[src/rtl/amo_sequencer.sv]
// Atomic memory operation sequencer: read-modify-write of one word through an
// external combinational ALU, with posted write and old-value response.
module amo_sequencer #(
  parameter int unsigned ADDR_W = 32
) (
  input  logic              clk,
  input  logic              rst_n,
  input  logic              req_valid,
  output logic              req_ready,
  input  logic [ADDR_W-1:0] req_addr,
  input  logic [31:0]       req_data,
  input  logic [15:0]       req_op,
  output logic              mem_req_valid,
  input  logic              mem_req_ready,
  output logic              mem_we,
  output logic [ADDR_W-1:0] mem_addr,
  output logic [31:0]       mem_wdata,
  input  logic              mem_rsp_valid,
  input  logic [31:0]       mem_rdata,
  output logic [31:0]       alu_in1,
  output logic [31:0]       alu_in2,
  output logic [15:0]       alu_op,
  input  logic [63:0]       alu_result,
  output logic              rsp_valid,
  input  logic              rsp_ready,
  output logic [31:0]       rsp_data,
  output logic              rsp_err
);

  typedef enum logic [2:0] {StIdle, StRdReq, StRdWait, StCalc, StWrReq, StResp} state_e;

  state_e            state_q;
  logic [ADDR_W-1:0] addr_q;
  logic [31:0]       data_q;
  logic [15:0]       op_q;
  logic [31:0]       old_q;
  logic [31:0]       new_q;
  logic              req_ready_q;
  logic              mem_req_valid_q;
  logic              mem_we_q;
  logic [15:0]       alu_op_q;
  logic              rsp_valid_q;
  logic              rsp_err_q;
  logic [31:0]       rsp_data_q;
  logic              req_ok;
  logic              unused_alu_hi;

  function automatic logic op_legal(input logic [15:0] op);
    logic legal;
    case (op)
      16'h0001, 16'h0004, 16'h0008, 16'h0010,
      16'h2000, 16'h4000, 16'h8000: legal = 1'b1;
      default:                      legal = 1'b0;
    endcase
    return legal;
  endfunction

  assign req_ok        = op_legal(req_op) && (req_addr[1:0] == 2'b00);
  assign unused_alu_hi = ^alu_result[63:32];

  always_ff @(posedge clk or negedge rst_n) begin
    if (!rst_n) begin
      state_q         <= StIdle;
      addr_q          <= '0;
      data_q          <= '0;
      op_q            <= '0;
      old_q           <= '0;
      new_q           <= '0;
      req_ready_q     <= 1'b1;
      mem_req_valid_q <= 1'b0;
      mem_we_q        <= 1'b0;
      alu_op_q        <= '0;
      rsp_valid_q     <= 1'b0;
      rsp_err_q       <= 1'b0;
      rsp_data_q      <= '0;
    end else begin
      case (state_q)
        StIdle: begin
          if (req_valid && req_ready_q) begin
            addr_q      <= req_addr;
            data_q      <= req_data;
            op_q        <= req_op;
            req_ready_q <= 1'b0;
            if (req_ok) begin
              state_q         <= StRdReq;
              mem_req_valid_q <= 1'b1;
              mem_we_q        <= 1'b0;
            end else begin
              // Rejected requests never touch memory.
              state_q     <= StResp;
              rsp_valid_q <= 1'b1;
              rsp_err_q   <= 1'b1;
              rsp_data_q  <= '0;
            end
          end
        end
        StRdReq: begin
          if (mem_req_ready) begin
            mem_req_valid_q <= 1'b0;
            state_q         <= StRdWait;
          end
        end
        StRdWait: begin
          if (mem_rsp_valid) begin
            old_q    <= mem_rdata;
            alu_op_q <= op_q;
            state_q  <= StCalc;
          end
        end
        StCalc: begin
          new_q           <= alu_result[31:0];
          alu_op_q        <= '0;
          mem_req_valid_q <= 1'b1;
          mem_we_q        <= 1'b1;
          state_q         <= StWrReq;
        end
        StWrReq: begin
          if (mem_req_ready) begin
            mem_req_valid_q <= 1'b0;
            mem_we_q        <= 1'b0;
            rsp_valid_q     <= 1'b1;
            rsp_err_q       <= 1'b0;
            rsp_data_q      <= old_q;
            state_q         <= StResp;
          end
        end
        StResp: begin
          if (rsp_ready) begin
            rsp_valid_q <= 1'b0;
            rsp_err_q   <= 1'b0;
            rsp_data_q  <= '0;
            req_ready_q <= 1'b1;
            state_q     <= StIdle;
          end
        end
        default: begin
          state_q         <= StIdle;
          req_ready_q     <= 1'b1;
          mem_req_valid_q <= 1'b0;
          mem_we_q        <= 1'b0;
          alu_op_q        <= '0;
          rsp_valid_q     <= 1'b0;
          rsp_err_q       <= 1'b0;
          rsp_data_q      <= '0;
        end
      endcase
    end
  end

  assign req_ready     = req_ready_q;
  assign mem_req_valid = mem_req_valid_q;
  assign mem_we        = mem_we_q;
  assign mem_addr      = addr_q;
  assign mem_wdata     = new_q;
  assign alu_in1       = old_q;
  assign alu_in2       = data_q;
  assign alu_op        = alu_op_q;
  assign rsp_valid     = rsp_valid_q;
  assign rsp_data      = rsp_data_q;
  assign rsp_err       = rsp_err_q;

endmodule

[config.mk]
export PLATFORM = sky130hd
export DESIGN_NAME = amo_sequencer
export DESIGN_NICKNAME = d
export VERILOG_FILES = /design/src/rtl/amo_sequencer.sv
export SDC_FILE = /design/constraint.sdc
export NUM_CORES = 1
export LEC_CHECK = 0
export CAP_MARGIN = 0
export CORE_ASPECT_RATIO = 0.75
export CORE_MARGIN = 5
export CORE_UTILIZATION = 41
export DETAILED_ROUTE_END_ITERATION = 8
export PLACE_DENSITY = 0.8
export SYNTH_ARGS = -nofsm -noshare
export SYNTH_HDL_FRONTEND = slang
export SYNTH_SLANG_ARGS = --single-unit
[constraint.sdc]
create_clock -name clk -period 2.4 [get_ports clk]
set_input_delay 0.48 -clock clk [delete_from_list [all_inputs] [get_ports clk]]
set_output_delay 0.48 -clock clk [all_outputs]
set_load 0.005 [all_outputs]
## After elaboration in Yosys (flattened, before gate mapping)

Cells that the tools add are included.

| word-level totals | value |
|---|---|
| flip-flop bits (word level) | 200 |
| input port bits | 182 |
| output and inout port bits | 181 |
| logic and storage cells | 88 |

| operators by class | value |
|---|---|
| equality and inequality tests | 20 |
| muxes and demuxes | 31 |
| bitwise operators | 5 |
| reductions and logical operators | 19 |

Operator list:

| cell | number |
|---|---|
| $mux W32 | 4 |
| $pmux W32 S4 | 1 |
| $pmux W16 S2 | 1 |
| $mux W3 | 6 |
| $pmux W3 S6 | 1 |
| $eq A16 B1 Y1 const B | 1 |
| $eq A16 B14 Y1 const B | 1 |
| $eq A16 B15 Y1 const B | 1 |
| $eq A16 B16 Y1 const B | 1 |
| $eq A16 B3 Y1 const B | 1 |
| $eq A16 B4 Y1 const B | 1 |
| $eq A16 B5 Y1 const B | 1 |
| $mux W16 | 1 |
| $pmux W1 S4 | 4 |
| $ne A2 B2 Y1 const B | 7 |
| $mux W1 | 12 |
| $reduce_and A5 Y1 | 2 |
| $reduce_and A4 Y1 | 2 |
| $reduce_or A4 Y1 | 2 |
| $reduce_or A7 Y1 | 1 |
| $eq A3 B2 Y1 const B | 2 |
| $eq A3 B3 Y1 const B | 2 |
| $reduce_and A2 Y1 | 3 |
| $reduce_or A3 Y1 | 2 |
| 9 further kinds | 15 |

## Longest topological paths before layout

| depth | value |
|---|---|
| depth in word-level cells | 7 |
| gate-level depth with buffers | 7 |
| depth with buffers taken out | 5 |

## Least setup slack after synthesis

No wires, ideal clock.

| timing | value |
|---|---|
| path kind | flip-flop to flip-flop |
| start point | register req_ready_q (netlist: req_ready) |
| end point | register rsp_data_q[10] (netlist: rsp_data[10]) |
| arrival time | 1.672 ns |
| data required time | 2.279 ns |
| slack | 0.607 ns |
| stages on the path, launching flop included | 8 |
| path buffers | 2 |
| period minus slack after synthesis | 1.793 ns |
| cells stage by stage | dfstp_2 > nand2_1 > or4_1 > buf_2 > nand2_2 > o31ai_4 > buf_6 > a22o_1 |

| between the ends | value |
|---|---|
| word-level cells in the longest chain between the ends | 3 |

Ends and longest elaborated chain:

| what | line | text |
|---|---|---|
| from (decl) | 38 | `logic req_ready_q;` |
| from (signal assigned) | 69 | `req_ready_q <= 1'b1;` |
| from (signal assigned) | 83 | `req_ready_q <= 1'b0;` |
| from (signal assigned) | 132 | `req_ready_q <= 1'b1;` |
| $logic_and A1 B1 Y1 | 79 | `if (req_valid && req_ready_q) begin` |
| $ne A2 B2 Y1 (no line) | -- |  |
| $reduce_and A5 Y1 (no line) | -- |  |
| to (signal assigned) | 123 | `rsp_data_q <= old_q;` |
| to (decl) | 44 | `logic [31:0] rsp_data_q;` |

Every way passes these cells.
A chain may end at the register's enable or synchronous reset.

## Final worst setup path

| timing | value |
|---|---|
| start point | register req_ready_q (netlist: req_ready) |
| end point | output port req_ready |

RTL lines:

| what | line | text |
|---|---|---|
| to (decl) | 9 | `output logic req_ready,` |

No word-level cell between the ends.

==> impl_metrics.json <==
{
  "cap_violations": 0,
  "synth_commonest_cells": "199 x dfrtp_1, 144 x mux2_2, 48 x a22o_1",
  "ir_drop_uv": 603.3,
  "cts_tree": "yes",
  "instances_no_fill": 1099,
  "ys.warnings.count": 0,
  "critPathMaxFanout": 4,
  "grt_max_degree": 58,
  "cp_num_buf_inv": 1,
  "synth.distinct_cells": 38,
  "finalHoldViolCount": 0,
  "yosysMostFrequentCell": "dfrtp_1",
  "critPathKind": "reg2out",
  "viasPerCell": 5.053,
  "drive_gt1_share_pct": 24.18,
  "setup_tns_ns": 0,
  "cts_made_buffers": 17,
  "gp_congestion": 0.7619,
  "num_rows": 43,
  "synth_nets": 681,
  "netlist_area_um2": 7706,
  "post_cts_resized": 0,
  "ys_top_cells_by_area": "dfrtp_1 65%, mux2_2 21%, a22o_1 5.5%, buf_2 1.0%, nor4_4 0.55%",
  "cp_top_family": "flip-flops",
  "hold_path.class": "in2async",
  "coreArea_um2": 18510,
  "cp_cell_sequence": "clkdlybuf4s50_1",
  "io_pins": 363,
  "die_w_um": 168.3,
  "critPathCaptureType": "output port",
  "post-route-min-period_ns": 1.986,
  "crit_path_start_kind": "flip-flop",
  "clk_pin_slew_worst_paths_ns": 0.07,
  "cts-root-buf": "clkbuf_16",
  "first_pass_iters": 4,
  "grtUsageTotal_pct": 19.63,
  "wirelength_um": 21310,
  "async_flop_share_pct": 100.0,
  "fp.dieArea_um2": 21670,
  "synth_area_per_cell_um2": 15.44,
  "grt_pass1_wl_um": 33480,
  "portBuffers": 330,
  "arrival_ns": 1.51,
  "die_h_um": 128.7,
  "powerDensity_nw_per_um2": 1253,
  "ctsHoldBuffers": 0,
  "finalSetupViolations": 0,
  "rrSetupSlack_ns": 0.48,
  "synth-edff-count": 0,
  "slowest_stage": "dfstp_2",
  "skew_ns": 0.01292,
  "worst_slew_pin_slew_ns": 0.4987,
  "required_ns": 1.92,
  "vias": 5553,
  "crit_path_max_incr_delay_ns": 0.55,
  "clk-insertion-delay-late_ns": 0.43,
  "drv_slew": 0,
  "dpl.hpwl_um": 15890,
  "synth_top_area_share_pct": 64.62,
  "finalCritPeriodShare_pct": 82.75,
  "post_cts_buffers": 0,
  "dp.cells": 1067,
  "wl_per_cell_um": 19.39,
  "start_util_pct": 41.64,
  "syn_inst": 499,
  "antenna_cells": 0,
  "drc": 0,
  "synth_top_area_cell": "dfrtp_1",
  "antenna_found_initial": 0,
  "ys_seq_elements": 200,
  "htree_levels": 4,
  "synth_flop_cell": "dfrtp_1",
  "final_antenna_net_count": 0,
  "p_leak_nw": 5.094,
  "finalNetCount": 1021,
  "area_growth_pct": 55.37,
  "drt_iter0_drc": 324,
  "rsz0062_at_grt": "no",
  "maxSlewHeadroom_pct": 66.76,
  "fmax_mhz": 503.5,
  "status": "finished clean",
  "first_global_vias": 6078,
  "synth_seq_area_share_pct": 64.96,
  "cts_max_path_buffers": 2,
  "grt_overflow": 0,
  "cts_sinks": 200
}
-- kinds of logic after synthesis --
group	Yosys count	synth area share [%]
DFF	200	64.96
xor gates and xnor gates	2	0.2274
AOI/OAI and AO/OA	74	7.810
buffers and inverters	32	2.306
and+or+nand+nor	46	3.523
muxes	145	21.17
-- layer usage --
metal	track usage [%]	part of all wire (%)	vias up
met2	32.20	49	236
met1	24.11	40	2790
li1	-	-	2497
met3	7.709	9.5	30
met5	0	0	-
met4	6.345	2.0	0
-- sequential cells by signal, summed over array words and instances, names as in the netlist --
signal	count
alu_in1	32
alu_in2	32
mem_addr	32
mem_wdata	32
rsp_data	32
alu_op	16
op_q	16
state_q	3
mem_req_valid	1
mem_we	1
req_ready	1
rsp_err	1
rsp_valid	1
-- worst paths after layout --
kind                       cells past startpoint  startpoint            to
hold / removal                                 1       rst_n  rsp_data[10]
setup / recovery                               1   req_ready     req_ready
max in group asynchronous                      2       rst_n     req_ready
hold reg to reg                                1     rsp_err       rsp_err
min in group clk                               1     rsp_err       rsp_err
setup reg to reg                               4  state_q[1]   alu_in1[26]
-- cells in the final DEF (no fill, tap or decap), types with 2 or more instances in the layout --
master / n
nor3_1: 3
a21oi_1: 6
dfrtp_1: 199
inv_6: 5
o2111ai_1: 2
clkbuf_8: 4
nor2_1: 8
inv_8: 2
nand2b_1: 5
clkdlybuf4s50_1: 329
nand2_1: 11
a31oi_1: 2
nand3_1: 3
clkinv_4: 2
buf_4: 15
o21ai_0: 6
clkinvlp_4: 2
buf_12: 5
a21o_1: 2
mux2_2: 144
inv_1: 3
nor4_4: 2
nor2b_1: 2
a22o_1: 48
clkbuf_16: 17
xor2_1: 2
nor4_1: 4
-- layout make-up --
cell class                 instances  area, um^2
timing repair buffer             350        3520
multi-input combinational        267        2531
clock inverter                    12       128.9
fill                            1402        6535
inverter                           3       11.26
sequential                       200        5006
tap                              247       309.0
clock buffer                      20       466.7
-- metrics by stage --
step / hold WS, ns / util (%) / cell area [um^2] / worst slack [ns] / total power [mW]
floorplan: 0.1844 / - / 7706 / 0.6071 / 8.199
global placement: 0.4763 / 61.47 / 11380 / 0.04165 / 12.05
detailed placement: 0.4805 / 61.47 / 11380 / 0.02423 / 12.26
CTS: 0.03326 / 64.69 / 11970 / 0.3775 / 15.20
global route: 0.04509 / 64.69 / 11970 / 0.3145 / 15.92
finish: 0.02047 / 64.69 / 11970 / 0.4139 / 15.00
-- where the power goes --
| group | switching, mW | internal, mW | total [mW] |
|---|---|---|---|
| sequential | 0.993 | 5.00 | 6.00 |
| combinational | 1.96 | 4.17 | 6.13 |
| clock | 1.33 | 1.55 | 2.88 |
| total | 4.28 | 10.7 | 15.0 |
Note: power is estimated with default switching activity, not from simulation.
